**src/rtl/fetch_sequencer.sv**
```systemverilog
// rtl/fetch_sequencer.sv - fetch-stage redirect/stall/flush sequencer
// Owns the front-end redirect priority: branch > interrupt > stall > normal.
module fetch_sequencer #(
  parameter int         FLUSH_CYCLES = 1,
  parameter logic [2:0] IMM_OPCODE   = 3'b110,
  parameter logic [4:0] HLT_OPCODE   = 5'b00001
) (
  input  logic        clk,
  input  logic        reset,
  input  logic        stall,
  input  logic        branch_taken,
  input  logic [15:0] branch_target,
  input  logic        interrupt,
  input  logic [15:0] reset_vector,
  input  logic [15:0] interrupt_vector,
  input  logic [15:0] instruction,
  input  logic [31:0] pc_plus_one,
  output logic        pc_enable,
  output logic        pc_write,
  output logic [15:0] pc_write_back_value,
  output logic        clear_instruction,
  output logic        imm_pending,
  output logic        int_ack,
  output logic [15:0] int_return_pc,
  output logic        halted
);

  typedef enum logic [2:0] {BOOT, RUN, IMM, FLUSH, HALT} state_t;

  localparam logic [2:0] FLUSH_LOAD = 3'(FLUSH_CYCLES);

  state_t     state, state_next;
  logic [2:0] flush_cnt, cnt_next;
  logic       take_int;

  logic unused_inputs;
  assign unused_inputs = ^{pc_plus_one[31:16], instruction[10:0]};

  always_comb begin
    state_next          = state;
    cnt_next            = flush_cnt;
    take_int            = 1'b0;
    pc_enable           = 1'b0;
    pc_write            = 1'b0;
    pc_write_back_value = 16'h0000;
    clear_instruction   = 1'b0;
    // Outputs are forced low for the whole time reset is held.
    if (reset) begin
      if (state == BOOT) begin
        pc_enable           = 1'b1;
        pc_write            = 1'b1;
        pc_write_back_value = reset_vector;
        clear_instruction   = 1'b1;
        state_next          = FLUSH;
        cnt_next            = FLUSH_LOAD;
      end else if (branch_taken) begin
        pc_enable           = 1'b1;
        pc_write            = 1'b1;
        pc_write_back_value = branch_target;
        clear_instruction   = 1'b1;
        state_next          = FLUSH;
        cnt_next            = FLUSH_LOAD;
      end else if (interrupt && (state == RUN || state == HALT)) begin
        pc_enable           = 1'b1;
        pc_write            = 1'b1;
        pc_write_back_value = interrupt_vector;
        clear_instruction   = 1'b1;
        take_int            = 1'b1;
        state_next          = FLUSH;
        cnt_next            = FLUSH_LOAD;
      end else begin
        case (state)
          RUN: begin
            if (!stall) begin
              pc_enable = 1'b1;
              if (instruction[15:13] == IMM_OPCODE)
                state_next = IMM;
              else if (instruction[15:11] == HLT_OPCODE)
                state_next = HALT;
            end
          end
          IMM: begin
            if (!stall) begin
              pc_enable  = 1'b1;
              state_next = RUN;
            end
          end
          FLUSH: begin
            // Stall does not hold the flush window; the counter always runs.
            pc_enable         = 1'b1;
            clear_instruction = 1'b1;
            if (flush_cnt <= 3'd1) begin
              cnt_next   = 3'd0;
              state_next = RUN;
            end else begin
              cnt_next = flush_cnt - 3'd1;
            end
          end
          HALT: begin
            pc_enable = 1'b0;
          end
          default: begin
            state_next = BOOT;
          end
        endcase
      end
    end
  end

  always_ff @(posedge clk or negedge reset) begin
    if (!reset) begin
      state         <= BOOT;
      flush_cnt     <= 3'd0;
      imm_pending   <= 1'b0;
      int_ack       <= 1'b0;
      int_return_pc <= 16'h0000;
      halted        <= 1'b0;
    end else begin
      state       <= state_next;
      flush_cnt   <= cnt_next;
      imm_pending <= (state_next == IMM);
      halted      <= (state_next == HALT);
      int_ack     <= take_int;
      // From RUN the word in flight is discarded, so return to its own PC.
      if (take_int)
        int_return_pc <= (state == HALT) ? pc_plus_one[15:0]
                                         : pc_plus_one[15:0] - 16'd1;
    end
  end

endmodule

```
**config.mk**
```make
export PLATFORM = sky130hd
export DESIGN_NAME = fetch_sequencer
export DESIGN_NICKNAME = d
export VERILOG_FILES = /design/src/rtl/fetch_sequencer.sv
export SDC_FILE = /design/constraint.sdc
export NUM_CORES = 1
export LEC_CHECK = 0
export ABC_AREA = 1
export CORE_MARGIN = 10
export CORE_UTILIZATION = 40
export CTS_CLUSTER_SIZE = 12
export DETAILED_ROUTE_END_ITERATION = 7
export HOLD_SLACK_MARGIN = 0.1
export PLACE_DENSITY = 0.91
export REMOVE_ABC_BUFFERS = 1
export SYNTH_ARGS = -nofsm -noshare
export SYNTH_HDL_FRONTEND = slang
export SYNTH_SLANG_ARGS = --single-unit
```
**constraint.sdc**
```tcl
create_clock -name clk -period 4.15 [get_ports clk]
set_input_delay 0.83 -clock clk [delete_from_list [all_inputs] [get_ports clk]]
set_output_delay 0.83 -clock clk [all_outputs]
set_load 0.01 [all_outputs]
```
==> After elaboration in Yosys (flattened, before gate mapping) <==
Cells that the tools add are included.
{ "totals": {"ff_bits": 25, "latch_bits": 0, "mem_bits_rw": 0, "mem_bits_ro": 0, "input_bits": 101, "output_inout_bits": 38, "memories": 0} }
{ "op_classes": {"add_sub_neg": 2, "mul": 0, "div_mod_pow": 0, "n_lt_le_gt_ge": 1, "eq_ne": 8, "shifts": 0, "mux": 38, "bitwise_logic": 0, "reduce_logical": 6} }
{ "ops": {"columns": ["cell", "n"], "rows": [
  ["16-bit 2-to-1 mux", 5],
  ["3-bit 2-to-1 mux", 14],
  ["1-bit 2-to-1 mux", 17],
  ["16-bit by 1-bit subtractor with 16-bit output (second input constant)", 1],
  ["3-bit one-hot mux with 4 select lines", 1],
  ["3-bit by 2-bit equality test with 1-bit output (second input constant)", 3],
  ["3-bit equality test (second input constant)", 3],
  ["5-bit by 1-bit equality test with 1-bit output (second input constant)", 1],
  ["4-bit nonzero test", 1],
  ["3-bit by 1-bit equality test with 1-bit output (second input constant)", 1],
  ["3-bit by 1-bit less-or-equal comparator with 1-bit output (second input constant)", 1],
  ["3-bit zero test", 1],
  ["3-bit by 1-bit subtractor with 3-bit output (second input constant)", 1],
  ["1-bit one-hot mux with 2 select lines", 1],
  ["2-bit AND reduction", 1],
  ["2-bit OR reduction", 1],
  ["1-bit logical AND", 1],
  ["1-bit logical OR", 1]
]} }

==> Depth between registers and ports, before layout <==
Gate-level depths: netlist of the first run.
{ "logic_depth": {"word_depth": 10, "mapped_depth": 11, "ltp_nobuf": 11} }

==> Least setup slack after synthesis of the first run <==
Ideal clock, no wire load.
{ "synth_path": {"path_kind": "in2out", "startpoint": "in branch_taken", "endpoint": "out pc_write_back_value[10]", "t_arrival_ps": 1689, "required_ps": 3320, "setup_slack_ps": 1631, "cell_stages": 4, "path_buffers": 2, "path_cell_list": "buf_2 > clkbuf_1 > a21oi_1 > a21oi_1"} }
{ "synth_between": {"elab_chain_cells": 3} }
{ "synth_lines": {"columns": ["item", "line", "text"], "rows": [
  ["start, declared", "11", "input logic branch_taken,"],
  ["16-bit 2-to-1 mux", "56", "end else if (branch_taken) begin"],
  ["16-bit 2-to-1 mux", "49", "if (state == BOOT) begin"],
  ["16-bit 2-to-1 mux", "48", "if (reset) begin"],
  ["end, declared", "20", "output logic [15:0] pc_write_back_value,"]
]} }
No other way between the ends.

==> Worst setup path after layout of the first run <==
{ "layout_path": {"startpoint": "in branch_taken", "endpoint": "out pc_write_back_value[14]"} }
Same word-level chain as after synthesis.

==> results of run 1 <==
flip-flops by register name, summed over array words and instances (netlist names):
register and cells:
flush_cnt 3, halted 1, imm_pending 1, int_ack 1, int_return_pc 16, state 3
kinds of logic after synthesis:
group / Yosys count
xor gates and xnor gates: 4
AOI/OAI and AO/OA: 71
DFF: 25
buffers and inverters: 43
adders and majority gates: 3
and+or+nand+nor: 212
synth_stat cells (3+ instances only):
cell type,instances,area share (%)
sky130_fd_sc_hd__a21oi_1,35,8.0
sky130_fd_sc_hd__ha_1,3,1.7
sky130_fd_sc_hd__buf_2,3,0.68
sky130_fd_sc_hd__nor3_1,4,0.91
sky130_fd_sc_hd__o21ai_0,27,6.1
sky130_fd_sc_hd__nand3b_1,6,2.0
sky130_fd_sc_hd__clkbuf_1,5,0.85
sky130_fd_sc_hd__nor2_1,39,6.7
sky130_fd_sc_hd__inv_1,25,4.3
sky130_fd_sc_hd__inv_2,6,1.0
sky130_fd_sc_hd__dfrtp_1,25,28
sky130_fd_sc_hd__o21ai_1,6,1.4
sky130_fd_sc_hd__nand2_1,136,23
sky130_fd_sc_hd__xor2_1,4,1.6
sky130_fd_sc_hd__nand2_4,4,2.0
sky130_fd_sc_hd__nand3_1,10,2.3
sky130_fd_sc_hd__nand2_2,4,1.1
sky130_fd_sc_hd__nand4_1,3,0.85
metrics by stage:
step,setup slack [ns],hold slack [ns],instances
finish,0.656,0.487,534
global route,0.577,0.507,534
CTS,0.649,0.490,534
detailed placement,0.653,0.465,530
global placement,0.674,0.463,530
floorplan,1.90,0.481,346
worst max-delay path, cell delays in order:
cell	delay, ns
sky130_fd_sc_hd__clkdlybuf4s50_1	0.65
sky130_fd_sc_hd__buf_4	0.29
sky130_fd_sc_hd__a21oi_1	0.10
sky130_fd_sc_hd__a21oi_1	0.21
sky130_fd_sc_hd__clkdlybuf4s50_1	0.57
power groups by stage:
stage          clock network [mW]  registers, mW  logic (mW)
2_1_floorplan                   0          0.433       0.312
4_1_cts                     0.152          0.398       0.741
6_report                    0.145          0.396       0.734
5_1_grt                     0.162          0.413       0.814
3_5_place_dp                    0          0.401       0.738
3_3_place_gp                    0          0.396       0.724
layout make-up:
class	instances	area, um2
multi-input cells	290	1390
well taps	70	87.6
clock buffers	3	41.3
clock inverters	1	5.00
repair buffers	114	1130
fillers	460	1810
flip-flops and latches	25	626
inverters	31	116
worst paths after layout:
kind / from / cells after the start / to
worst min register to register: int_return_pc[8]$_DFFE_PN0P_ / 2 / int_return_pc[8]$_DFFE_PN0P_
worst max register to register: state[2]$_DFF_PN0_ / 8 / int_return_pc[5]$_DFFE_PN0P_
worst max-delay path: branch_taken / 5 / pc_write_back_value[14]
min in group asynchronous: reset / 1 / flush_cnt[2]$_DFFE_PN0P_
worst min-delay path: int_return_pc[8]$_DFFE_PN0P_ / 2 / int_return_pc[8]$_DFFE_PN0P_
max in group asynchronous: reset / 2 / int_return_pc[3]$_DFFE_PN0P_
per-layer routing:
metal  wire length, um  vias to the layer above
met1              3560                     1168
li1                  -                     1355
met4               102                        0
met2              3350                      126
met3               610                        8
met5                 0                        -
==> results.txt, run 1 <==
----------------------------------------------------
[Layout]
  Layout net count ... 569
  Cell area after layout ... 3390 um2
  Antenna diode count ... 0
  Most frequent cells in the layout ... sky130_fd_sc_hd__nand2_1 (136), sky130_fd_sc_hd__clkdlybuf4s50_1 (110), sky130_fd_sc_hd__nor2_1 (39)
  Share of cells above drive strength 1 ... 6.25%
  Finished Core Util ... 65.2%
  Layout Area Growth over Synthesis ... 54.1%
  Most common cell after layout, fill and taps aside ... sky130_fd_sc_hd__nand2_1

[Synth]
  Leading register cell type out of synthesis ... sky130_fd_sc_hd__dfrtp_1
  Synthesized-area fraction occupied by ao, oa, aoi and oai cells ... 16.8%
  Portion of the post-synthesis area used by sequential elements ... 28.4%
  Syn. warnings ... 0
  Gate Count Post-Synth ... 358
  Total of flip-flops plus latches after synthesis ... 25
  Multiplexer share of the synthesized area ... 0%
  Number of synthesized flops with an enable pin ... 0
  Adder-cell share of the synthesized area ... 1.71%
  Main combinational cell family by area after synthesis ... simple AND/OR/NAND/NOR gates
  Unique cell type count in the Yosys netlist ... 27
  Area share of xor/xnor cells in the synthesized design ... 1.59%
  Post-synth design cell area ... 2200 um2
  Share of synthesized registers carrying an async set or reset ... 100%
  Post-synthesis simple-gate area fraction ... 42.9%
  Avg Inst Size Synth ... 6.15 um2

[STA]
  Worst rel slew slack ... 66.2%
  Max Clock Freq ... 286 MHz
  Final Hold Violating Endpoints ... 0
  RSZ-0062 raised after global routing ... false
  Worst-case clock skew ... 0.00862 ns
  Fin. max-slew vios ... 0
  Setup-violating endpoint count in the final report ... 0
  Fin crit share ... 84.2%
  Min Clock Period, post-route ... 3.49 ns
  Total negative setup slack ... 0 ns
  Pin slew with the least headroom to its limit ... 0.506 ns

[Power and ir drop]
  Sequential Power Share ... 31.1%
  Worst IR Drop VDD ... 0.260 mV
  Net Sw Power ... 0.501 mW
  Total leakage power ... 1.55 nW
  Combinational fraction of design power ... 57.5%
  Pwr dens ... 376 nW/um2
  Power, Total ... 1.28 mW
  Proportion of power drawn by the clock network ... 11.4%
  Switching power as a share of total power ... 39.3%
  Power Internal ... 0.775 mW

[Route]
  Total routed wirelength ... 7620 um
  Post-detailed-route wirelength per cell ... 14.3 um
  Final ANT Viol Nets ... 0
  Via total after detailed routing ... 2657
  Post-route DRC violation count ... 0
  Router iterations before antenna repair ... 4
  Starting DRC count in detailed routing ... 71
  Vias per inst ... 4.98

[Floorplan]
  Std-Cell Core Area ... 5200 um2
  I/O pin count ... 139
  DIE WIDTH ... 94.2 um
  Die Footprint ... 8870 um2
  Starting density of the core ... 42.3%
  Vertical die dimension ... 94.2 um
  Number of placement rows ... 26

[Global routing]
  GRT Max-Usage Layer ... met2
  Via count of the first global-routing pass ... 2571
  Global-route wire length before repair ... 12300 um
  Number of antenna violations at the first check in global routing ... 0
  Pin count of the biggest net entering global routing ... 25
  Remaining global-route overflow ... 0
  GR Util met1 ... 21.1%
  Fraction of met2 tracks used by global routing ... 27.6%
  Total global routing track utilization ... 16.5%
  Met3 Resource Use GR ... 3.44%

[Clock tree]
  Root buffer cell ... sky130_fd_sc_hd__clkbuf_8
  Sinks on the clock net ... 25
  Number of buffers added for setup after CTS ... 0
  CTS buffer count ... 3
  Hold-fix buffers at CTS ... 0
  Count of instances resized after the clock tree is built ... 0
  Maximum level of the CTS H-tree ... 1
  Clock Pin Slew Worst Setup and Hold Paths ... 0.09 ns
  Insertion delay of the later-clocked pin in the worst-skew pair ... 0.27 ns
  TritonCTS clock tree ... built
  Clock buffer depth ... 2

[Worst setup path]
  Max FO, Critical Path ... 17
  CP Launch Type ... primary input
  Endpoint required time on the critical path ... 3.32 ns
  CP arrival ... 2.66 ns
  Reg-to-reg setup timing slack ... 2.28 ns
  Worst setup path class ... primary input to output port
  Category of the worst setup path capture point ... output port

[Placement]
  Placed Area ... 3350 um2
  Count of input and output buffers ... 111
  Final HPWL from detailed placement ... 6220 um
  Global placement routability congestion ... 0.913

[Run status]
  Status ... completed

[Hold path]
  Worst hold-check path type ... flip-flop to flip-flop

[Job]
  Maximum capacitance violations ... 0

----------------------------------------------------
No activity file was read; power rests on OpenSTA's default activity.
==> inputs of run 2 (changes only) <==
- CORE_UTILIZATION: 40 -> 34
- PLACE_DENSITY: 0.91 -> 0.82
- clock period: 4.15 -> 2.85 ns (I/O delays scaled with it)
==> results.txt, run 2 (synthesis results as in run 1) <==
----------------------------------------------------
[Layout]
  Register Area ... 626 um2 (unchanged)
  Most frequent cells in the layout ... sky130_fd_sc_hd__nand2_1 (136), sky130_fd_sc_hd__clkdlybuf4s50_1 (103), sky130_fd_sc_hd__nor2_1 (39)
  Finished Core Util ... 55.8% (-9.4 points)
  Final cell count without fillers ... 551 (+3.2%)
  Layout net count ... 579 (+1.8%)
  Most common cell after layout, fill and taps aside ... sky130_fd_sc_hd__nand2_1
  Layout fillers ... 648 (+41%)
  Largest registers ... int_return_pc x16, flush_cnt x3, state x3
  Cell area after layout ... 3520 um2 (+3.8%)
  Max FFs per register ... 16 (unchanged)
  Footprint of the multi-input gates ... 1400 um2 (+0.81%)
  Share of cells above drive strength 1 ... 8.23% (+2.0 points)
  Biggest register ... int_return_pc
  Layout Area Growth over Synthesis ... 60.0%
  Antenna diode count ... 0 (unchanged)

[Power and ir drop]
  Sequential Power Share ... 30.2% (-0.9 points)
  Power Internal ... 1.16 mW (+50%)
  Worst IR Drop VDD ... 0.363 mV (+40%)
  Pwr dens ... 542 nW/um2 (+44%)
  Total leakage power ... 1.70 nW (+9.8%)
  Net Sw Power ... 0.750 mW (+50%)
  Combinational fraction of design power ... 58.4% (+0.9 points)
  Switching power as a share of total power ... 39.3% (about the same)
  Proportion of power drawn by the clock network ... 11.4% (about the same)

[Floorplan]
  I/O pin count ... 139 (unchanged)
  DIE WIDTH ... 100 um (+6.7%)
  Vertical die dimension ... 100 um (+6.7%)
  Number of placement rows ... 29 (+12%)
  Starting density of the core ... 34.9% (-7.4 points)
  Die Footprint ... 10100 um2 (+14%)
  Std-Cell Core Area ... 6310 um2 (+21%)

[Worst setup path]
  Buffers plus inverters on the worst setup path ... 4 (+1)
  Slowest CP cell ... sky130_fd_sc_hd__clkdlybuf4s50_1
  Endpoint required time on the critical path ... 2.28 ns (-1.04 ns)
  CP Launch Type ... primary input
  List of cells traversed by the critical path ... clkdlybuf4s50_1, buf_4, buf_12, a21oi_1, a21oi_1, clkdlybuf4s50_1
  CP arrival ... 2.21 ns (-0.45 ns)
  Category of the worst setup path capture point ... output port
  Worst setup path class ... primary input to output port
  Kind of cell adding the most delay to the critical path ... buffers and inverters
  Max FO, Critical Path ... 16 (-1)
  Delay of the slowest cell on the worst path ... 0.58 ns (-0.07 ns)

[Global routing]
  Global-route wire length before repair ... 12500 um (+1.2%)
  Remaining global-route overflow ... 0 (unchanged)
  Pin count of the biggest net entering global routing ... 25 (unchanged)
  Number of antenna violations at the first check in global routing ... 0 (unchanged)
  Total global routing track utilization ... 14.8% (-1.7 points)
  Via count of the first global-routing pass ... 2658 (+3.4%)

[STA]
  Min Clock Period, post-route ... 2.78 ns
  Fin. max-slew vios ... 0 (unchanged)
  Final Hold Violating Endpoints ... 0 (unchanged)
  Total negative setup slack ... 0 ns (unchanged)
  Worst-case clock skew ... 0.00128 ns (-0.00733 ns)
  Max Clock Freq ... 360 MHz
  Worst rel slew slack ... 69.6% (+3.4 points)
  Setup-violating endpoint count in the final report ... 0 (unchanged)
  RSZ-0062 raised after global routing ... false
  Pin slew with the least headroom to its limit ... 0.455 ns (-0.0502 ns)
  Fin crit share ... 97.5%

[Run status]
  Status ... completed

[Placement]
  Count of input and output buffers ... 111 (unchanged)
  Final HPWL from detailed placement ... 6230 um (+0.19%)
  Placed Area ... 3420 um2 (+2.1%)
  Placed insts ... 542 (+2.3%)
  Global placement routability congestion ... 0.944 (+3.4%)

[Clock tree]
  Sinks on the clock net ... 25 (unchanged)
  Root buffer cell ... sky130_fd_sc_hd__clkbuf_8
  Maximum level of the CTS H-tree ... 1 (unchanged)
  Clock buffer depth ... 2 (unchanged)
  Clock Pin Slew Worst Setup and Hold Paths ... 0.09 ns (about the same)
  Insertion delay of the later-clocked pin in the worst-skew pair ... 0.27 ns (about the same)
  CTS buffer count ... 3 (unchanged)
  TritonCTS clock tree ... built

[Route]
  Post-route DRC violation count ... 0 (unchanged)
  Vias per inst ... 4.88 (-1.9%)
  Router iterations before antenna repair ... 4 (unchanged)
  Total routed wirelength ... 7820 um (+2.6%)
  Starting DRC count in detailed routing ... 109 (+54%)
  Via total after detailed routing ... 2690 (+1.2%)
  Final ANT Viol Nets ... 0 (unchanged)
  Post-detailed-route wirelength per cell ... 14.2 um (-0.53%)

[Hold path]
  Worst hold-check path type ... primary input to asynchronous set/reset pin

[Job]
  Maximum capacitance violations ... 0 (unchanged)

----------------------------------------------------
==> run 2: path summary, 6_finish.rpt <==
path / depth (start not counted) / end / startpoint / slack [ns]
worst max-delay path: 6 / pc_write_back_value[10] / branch_taken / 0.07
worst min-delay path: 1 / flush_cnt[0]$_DFFE_PN0P_ / reset / 0.23
worst max register to register: 10 / int_return_pc[5]$_DFFE_PN0P_ / state[2]$_DFF_PN0_ / 0.87
worst min register to register: 2 / int_return_pc[7]$_DFFE_PN0P_ / int_return_pc[7]$_DFFE_PN0P_ / 0.49
max in group asynchronous: 2 / state[0]$_DFF_PN0_ / reset / 2.06
min in group clk: 2 / int_return_pc[7]$_DFFE_PN0P_ / int_return_pc[7]$_DFFE_PN0P_ / 0.49
==> run 2: routing by layer <==
| layer | GRT usage, % | vias to the layer above | wire length, um |
|---|---|---|---|
| li1 | - | 1374 | - |
| met1 | 15.8 | 1232 | 2990 |
| met2 | 28.4 | 76 | 4200 |
| met3 | 4.25 | 8 | 557 |
| met4 | 2.28 | 0 | 79 |
| met5 | 0 | - | 0 |
==> run 2: timing repair <==
item	4_1_cts	5_1_grt
hold buffers	0	0
endpoints found under the setup margin	0	16
buffers inserted	0	4
resized for setup	0	7
==> run 2: area by class of cell <==
| class | instances | share of cell area [%] |
|---|---|---|
| Clock buffer | 3 | 1.17 |
| Clock inverter | 1 | 0.142 |
| Inverter | 31 | 3.30 |
| Multi-Input combinational cell | 291 | 39.7 |
| Sequential cell | 25 | 17.8 |
| Tap cell | 77 | 2.74 |
| Timing Repair Buffer | 123 | 35.2 |
==> run 2: power groups by stage <==
stage / clock network, mW / registers, mW / logic (mW)
final: 0.218 / 0.576 / 1.12
after global routing: 0.239 / 0.597 / 1.23
after CTS: 0.224 / 0.576 / 1.12
after detailed placement: 0 / 0.580 / 1.11
after global placement: 0 / 0.576 / 1.09
after floorplan: 0 / 0.631 / 0.454
==> run 2: metrics by stage <==
step,hold slack (ns),total power [mW],setup slack [ns]
5_1_grt,0.240,2.07,0.00612
2_1_floorplan,0.274,1.09,1.00
4_1_cts,0.235,1.92,0.00354
3_5_place_dp,0.469,1.69,0.00848
3_3_place_gp,0.466,1.67,0.0129
6_report,0.235,1.91,0.0699
